[config.mk]
export PLATFORM = sky130hd
export DESIGN_NAME = output_port_buffer_flat
export DESIGN_NICKNAME = d
export VERILOG_FILES = /design/src/rtl/output_port_buffer_pkg.sv /design/src/rtl/output_port_buffer_if.sv /design/src/rtl/output_port_buffer_sync_fifo.sv /design/src/rtl/output_port_buffer.sv /design/src/flat_wrapper.sv
export SDC_FILE = /design/constraint.sdc
export NUM_CORES = 1
export LEC_CHECK = 0
export CAP_MARGIN = 10
export CORE_AREA = 2 2 161 163
export CTS_CLUSTER_SIZE = 30
export DETAILED_ROUTE_END_ITERATION = 6
export DIE_AREA = 0 0 163 165
export PLACE_DENSITY = 0.52
export RECOVER_POWER = 25
export REMOVE_ABC_BUFFERS = 1
export SYNTH_ARGS = -nofsm -noshare
export SYNTH_HDL_FRONTEND = slang
export SYNTH_HIERARCHICAL = 1
export SYNTH_SLANG_ARGS = --single-unit
[constraint.sdc]
create_clock -name Clock -period 2.99 [get_ports Clock]
set_input_delay 0.4485 -clock Clock [delete_from_list [all_inputs] [get_ports Clock]]
set_output_delay 0.4485 -clock Clock [all_outputs]
set_load 0.02 [all_outputs]
[src/rtl/output_port_buffer_pkg.sv]
// Shared definitions for the output port buffer.
// Holds the processor word width, the byte width of the outgoing stream
// and the serializer state encoding.
package out_port_pkg;

    localparam int DATA_W = 16;
    localparam int BYTE_W = 8;

    typedef enum logic [1:0] {
        ST_IDLE = 2'd0,
        ST_HI   = 2'd1,
        ST_LO   = 2'd2
    } ser_state_e;

endpackage

[src/rtl/output_port_buffer_if.sv]
// Byte-stream valid/ready link between the output port buffer and the
// byte-wide consumer (UART TX / debug port).
//   byte_data  : current byte, driven by the producer
//   byte_valid : byte_data holds a valid byte
//   byte_ready : consumer takes the byte on a rising edge when valid is high
interface output_port_buffer_if;
    import out_port_pkg::*;

    logic [BYTE_W-1:0] byte_data;
    logic              byte_valid;
    logic              byte_ready;

    modport master (output byte_data, output byte_valid, input byte_ready);
    modport slave  (input byte_data, input byte_valid, output byte_ready);

endinterface

[src/rtl/output_port_buffer_sync_fifo.sv]
// Synchronous word FIFO with an asynchronous active-low reset.
//   Clock, Reset : clock and async active-low reset
//   push, din    : write din at the tail (caller guarantees room or a pop)
//   pop          : advance the head (caller guarantees not empty)
//   dout         : combinational view of the head entry
//   count        : entries held; full/empty decoded from it
module sync_fifo #(
    parameter int DATA_W = 16,
    parameter int DEPTH  = 8,
    parameter int ADDR_W = $clog2(DEPTH)
) (
    input  logic              Clock,
    input  logic              Reset,
    input  logic              push,
    input  logic              pop,
    input  logic [DATA_W-1:0] din,
    output logic [DATA_W-1:0] dout,
    output logic [ADDR_W:0]   count,
    output logic              full,
    output logic              empty
);

    logic [DATA_W-1:0] mem_q [DEPTH];
    logic [ADDR_W-1:0] wr_ptr_q, wr_ptr_d;
    logic [ADDR_W-1:0] rd_ptr_q, rd_ptr_d;
    logic [ADDR_W:0]   count_q, count_d;

    // Pointers are exactly ADDR_W bits wide, so they wrap modulo DEPTH.
    always_comb begin
        wr_ptr_d = wr_ptr_q;
        rd_ptr_d = rd_ptr_q;
        count_d  = count_q;
        if (push) wr_ptr_d = wr_ptr_q + ADDR_W'(1);
        if (pop)  rd_ptr_d = rd_ptr_q + ADDR_W'(1);
        case ({push, pop})
            2'b10:   count_d = count_q + (ADDR_W+1)'(1);
            2'b01:   count_d = count_q - (ADDR_W+1)'(1);
            default: count_d = count_q;
        endcase
    end

    always_ff @(posedge Clock or negedge Reset) begin
        if (!Reset) begin
            wr_ptr_q <= '0;
            rd_ptr_q <= '0;
            count_q  <= '0;
            for (int i = 0; i < DEPTH; i++) mem_q[i] <= '0;
        end else begin
            wr_ptr_q <= wr_ptr_d;
            rd_ptr_q <= rd_ptr_d;
            count_q  <= count_d;
            if (push) mem_q[wr_ptr_q] <= din;
        end
    end

    assign dout  = mem_q[rd_ptr_q];
    assign count = count_q;
    assign full  = (count_q == (ADDR_W+1)'(DEPTH));
    assign empty = (count_q == '0);

endmodule

[src/rtl/output_port_buffer.sv]
// Output port buffer: captures processor OUT words into a FIFO and streams
// them out big-endian (high byte first) over a valid/ready byte link.
//   Clock, Reset      : clock and async active-low reset
//   Output_Data,out_we: processor word and its OUT strobe
//   byte_if (master)  : byte_data / byte_valid / byte_ready stream
//   count/full/empty  : FIFO occupancy (word in the serializer not counted)
//   overflow, clr_ovf : sticky dropped-word flag and its synchronous clear
//
// Serializer states:
//   state   | meaning
//   --------+-----------------------------------------------------------
//   ST_IDLE | nothing presented; load the head word as soon as FIFO has one
//   ST_HI   | presenting shreg high byte, waiting for byte_ready
//   ST_LO   | presenting shreg low byte; on accept chain next word or idle
module output_port_buffer
    import out_port_pkg::*;
#(
    parameter int DEPTH  = 8,
    parameter int ADDR_W = $clog2(DEPTH)
) (
    input  logic                   Clock,
    input  logic                   Reset,
    input  logic [DATA_W-1:0]      Output_Data,
    input  logic                   out_we,
    output_port_buffer_if.master   byte_if,
    output logic [ADDR_W:0]        count,
    output logic                   full,
    output logic                   empty,
    output logic                   overflow,
    input  logic                   clr_ovf
);

    ser_state_e        state_q, state_d;
    logic [DATA_W-1:0] shreg_q, shreg_d;
    logic [BYTE_W-1:0] byte_data_q, byte_data_d;
    logic              byte_valid_q, byte_valid_d;
    logic              overflow_q, overflow_d;

    logic              pop;
    logic              push;
    logic              drop;
    logic [DATA_W-1:0] head;

    // A pop frees a slot in the same edge, so a write at full is still taken.
    assign push = out_we && (!full || pop);
    assign drop = out_we && full && !pop;

    sync_fifo #(
        .DATA_W (DATA_W),
        .DEPTH  (DEPTH),
        .ADDR_W (ADDR_W)
    ) u_fifo (
        .Clock (Clock),
        .Reset (Reset),
        .push  (push),
        .pop   (pop),
        .din   (Output_Data),
        .dout  (head),
        .count (count),
        .full  (full),
        .empty (empty)
    );

    always_comb begin
        state_d      = state_q;
        shreg_d      = shreg_q;
        byte_data_d  = byte_data_q;
        byte_valid_d = byte_valid_q;
        pop          = 1'b0;
        case (state_q)
            ST_IDLE: begin
                if (!empty) begin
                    pop          = 1'b1;
                    shreg_d      = head;
                    byte_data_d  = head[DATA_W-1 -: BYTE_W];
                    byte_valid_d = 1'b1;
                    state_d      = ST_HI;
                end
            end
            ST_HI: begin
                if (byte_if.byte_ready) begin
                    byte_data_d = shreg_q[BYTE_W-1:0];
                    state_d     = ST_LO;
                end
            end
            ST_LO: begin
                if (byte_if.byte_ready) begin
                    if (!empty) begin
                        // back-to-back: byte_valid stays high across words
                        pop         = 1'b1;
                        shreg_d     = head;
                        byte_data_d = head[DATA_W-1 -: BYTE_W];
                        state_d     = ST_HI;
                    end else begin
                        byte_data_d  = '0;
                        byte_valid_d = 1'b0;
                        state_d      = ST_IDLE;
                    end
                end
            end
            default: begin
                byte_data_d  = '0;
                byte_valid_d = 1'b0;
                state_d      = ST_IDLE;
            end
        endcase
    end

    // A new drop wins over a clear in the same cycle.
    always_comb begin
        overflow_d = overflow_q;
        if (clr_ovf) overflow_d = 1'b0;
        if (drop)    overflow_d = 1'b1;
    end

    always_ff @(posedge Clock or negedge Reset) begin
        if (!Reset) begin
            state_q      <= ST_IDLE;
            shreg_q      <= '0;
            byte_data_q  <= '0;
            byte_valid_q <= 1'b0;
            overflow_q   <= 1'b0;
        end else begin
            state_q      <= state_d;
            shreg_q      <= shreg_d;
            byte_data_q  <= byte_data_d;
            byte_valid_q <= byte_valid_d;
            overflow_q   <= overflow_d;
        end
    end

    assign byte_if.byte_data  = byte_data_q;
    assign byte_if.byte_valid = byte_valid_q;
    assign overflow           = overflow_q;

endmodule

[src/flat_wrapper.sv]
// flat-port wrapper written by rule: the top's interface ports become plain ports
module output_port_buffer_flat import out_port_pkg::*;
#(
    parameter int DEPTH  = 8,
    parameter int ADDR_W = $clog2(DEPTH)
)
  (Clock, Reset, Output_Data, out_we, count, full, empty, overflow, clr_ovf, byte_if_byte_data, byte_if_byte_valid, byte_if_byte_ready);
  output_port_buffer_if byte_if_i ();
  input  logic Clock;
  input  logic Reset;
  input  logic [DATA_W-1:0] Output_Data;
  input  logic out_we;
  output logic [ADDR_W:0] count;
  output logic full;
  output logic empty;
  output logic overflow;
  input  logic clr_ovf;
  output wire logic [$bits(byte_if_i.byte_data)-1:0] byte_if_byte_data;
  output wire logic [$bits(byte_if_i.byte_valid)-1:0] byte_if_byte_valid;
  input wire logic [$bits(byte_if_i.byte_ready)-1:0] byte_if_byte_ready;
  assign byte_if_byte_data = byte_if_i.byte_data;
  assign byte_if_byte_valid = byte_if_i.byte_valid;
  assign byte_if_i.byte_ready = byte_if_byte_ready;
  output_port_buffer #(.DEPTH(DEPTH), .ADDR_W(ADDR_W)) u_core (.Clock(Clock), .Reset(Reset), .Output_Data(Output_Data), .out_we(out_we), .byte_if(byte_if_i), .count(count), .full(full), .empty(empty), .overflow(overflow), .clr_ovf(clr_ovf));
endmodule
==> run metrics <==
filler instances=2336; Cell Area, Synth=0.00740 mm2; Setup violations, final=0; Tot GR Track Use=13.0%; Yosys cell types=44; DIE AREA=0.0269 mm2; critical path arrival=2.91 ns; met3 usage=2.89%; Post-synth EDFFs=0; Worst setup SP type=register; max_cap viols=1; Area contributors post-synth=dfrtp_1 (53%), mux2_2 (22%), mux4_1 (7.8%), mux4_2 (3.0%), mux2_4 (2.0%); number of diodes=0; clock root buffer=clkbuf_16; DRC=0; Switching Share=30.1%; DP HPWL=10.5 mm; H-tree Lvls=4; Power Total=10.5 mW; max-slew violations=88; Ys Warns=6; crit-path max FO=8; post-CTS sizing=0; P&R area growth vs syn=19.3%; Pre-antenna DRT Iters=4; normalized max-slew margin=-46.4%; die height=165 um; Comb pwr share=38.8%; period utilization=87.2%; ys flop type=dfrtp_1; unrepaired setup endpoints after global routing=no; initial antenna violation count=0; vias=4012; nets=523; Flop pwr share=37.3%; most common cell after layout, fill and taps aside=dfrtp_1; Worst R2R Path Depth=12; setup repair bufs after CTS=0; largest net degree at the start of global routing=88; antenna viol nets, final=0; drt wl/cell=19.4 um; r2r startpoint=u_core/u_fifo/count[1]; Pint=7.30 mW; Port Buf Inserts=36; Congestion Overflow GR=0; most area-hungry cell type in the Yosys netlist=dfrtp_1; fraction of registers with async set/reset=100%; static leakage=3.75 nW; PwrDens=1180 mW/mm2; final non-filler cell area=0.00884 mm2; global-route wire length before repair=25.9 mm; worst clock skew=0.0108 ns; Worst Path Required=3.29 ns; RD Place Congestion=0.738; register bit count reported by yosys=158; Ports=37; commonest cells after routing, fill and taps aside=dfrtp_1 (157), mux2_2 (145), clkdlybuf4s50_1 (35); peak supply drop=0.425 mV; M2 GR Usage=21.9%; Initial Utilization=29.6%; Synth top area share=53.4%; cts hold-fix bufs=0; Rows=58; NetSw=3.15 mW; CTS tree=done; R2R setup slack=0.38 ns; Setup CP Type=register to register; Final min period=2.61 ns; Clock power frac=23.9%; fmax=384 MHz; Die X=163 um; Crit. End Element=register; post-synthesis instance total=442; violated checks=capacitance limit, slew limit; grt peak-use layer=met2; Final Util=35.3%; First DRT Iteration DRCs=149; Clock Latency Late Sink=0.43 ns; status=finished, violations left; CTS max path bufs=2; routing usage on met1=16.6%; vias in the first global route=4384; core area=0.0250 mm2; dpl cell area=0.00816 mm2; sequential area share after synthesis=53.4%; Worst-path clk slew=0.06 ns; CTS Sinks=158; Hold Startpoint=u_core/u_fifo/mem_q[34]; total CTS buffers=17; Worst Tran Pin Value=2.20 ns; Hold Path Class=register to register; final WL=16.3 mm; layout cell share with drive strength beyond 1=45.9%; Final Hold Vio Count=0; via density per instance=4.78; Worst Hold Endpoint=u_core/u_fifo/mem_q[34]; Avg Inst Size Synth=16.8 um2; Hold Path Depth=1; FF-to-FF End=u_core/u_fifo/count[2]
==> how the worst max path moves through the flow <==
stage	startpoint	end	slack (ns)	cells after the start
final	u_core/u_fifo/count[1]	u_core/u_fifo/count[2]	0.38	12
after global routing	u_core/u_fifo/count[2]	u_core/u_fifo/count[2]	0.18	12
after CTS	u_core/u_fifo/count[1]	u_core/u_fifo/count[2]	0.38	12
after detailed placement	byte_if_byte_ready	u_core/u_fifo/count[2]	0.11	12
after global placement	byte_if_byte_ready	u_core/u_fifo/count[2]	0.14	12
after floorplan	u_core/u_fifo/count[2]	u_core/u_fifo/count[2]	-0.51	12
==> metrics by stage <==
step	hold slack, ns	setup WS [ns]	cells	TNS (ns)
after global routing	0.505	0.175	840	0
final	0.496	0.383	840	0
after detailed placement	0.485	0.106	808	0
after CTS	0.118	0.384	840	0
after floorplan	0.153	-0.514	418	-39.14
after global placement	0.476	0.143	808	0
==> worst max-delay path, stage by stage, from the launching register on <==
cell and delay, ns:
dfrtp_1 0.47, nor4_1 0.43, nor2_1 0.15, nand2_2 0.14, a21boi_0 0.13, inv_1 0.11, ha_1 0.26, xor2_1 0.10
ha_1 0.19, a21oi_1 0.14, xor2_1 0.17, nor2_1 0.07, xor2_1 0.14
==> layout make-up <==
class	count	area [um2]	share of cell area, %
repair buffers	60	586	6.63
clock inverters	13	233	2.63
inverters	3	13.8	0.156
well taps	330	413	4.67
multi-input cells	257	3180	36.0
flip-flops and latches	158	3960	44.8
clock buffers	19	453	5.13
==> per-layer routing <==
metal	share of wire, %	vias up
met5	0	-
met4	1.1	0
met3	3.2	17
met2	49	60
met1	46	2142
li1	-	1793
==> cells in the mapped netlist, types with 2 or more instances <==
master / n
a21oi_1: 2
mux4_1: 22
nor3b_4: 2
mux2_2: 145
nor2b_1: 5
and2_1: 8
mux4_2: 10
xnor2_1: 3
clkbuf_8: 5
o21ai_0: 2
buf_6: 8
buf_2: 4
ha_1: 5
nor2_1: 3
nand4b_2: 3
buf_12: 2
inv_1: 2
mux2_4: 10
dfrtp_1: 158
xor2_1: 6
nand2_1: 4
buf_4: 4
a221o_1: 8
==> cell families after synthesis <==
group	share of synthesized area, %
buffers and inverters	3.60
adder cells (fa/ha/maj)	0.845
multiplexers	34.9
XOR/XNOR	1.06
AND/OR/NAND/NOR	4.06
AO/OA/AOI/OAI	2.11
flip-flops	53.4
==> power by group through the flow <==
stage | clock network (mW) | registers, mW | logic, mW
floorplan | 0 | 3.94 | 2.74
detailed placement | 0 | 3.93 | 4.09
global placement | 0 | 3.84 | 4.00
CTS | 2.56 | 3.91 | 4.11
finish | 2.50 | 3.90 | 4.05
global route | 2.66 | 4.04 | 4.36
==> registers in the layout, indices dropped and copies added (netlist names) <==
name and flops:
u_core/byte_if.byte_valid 1, u_core/u_fifo/wr_ptr_q 3, u_core/u_fifo/mem_q 128, u_core/u_fifo/rd_ptr_q 3, u_core/shreg_q 8, u_core/u_fifo/count 4, u_core/byte_if.byte_data 8, u_core/state_q 2
u_core/overflow 1
No activity file was read; power rests on OpenSTA's default activity.
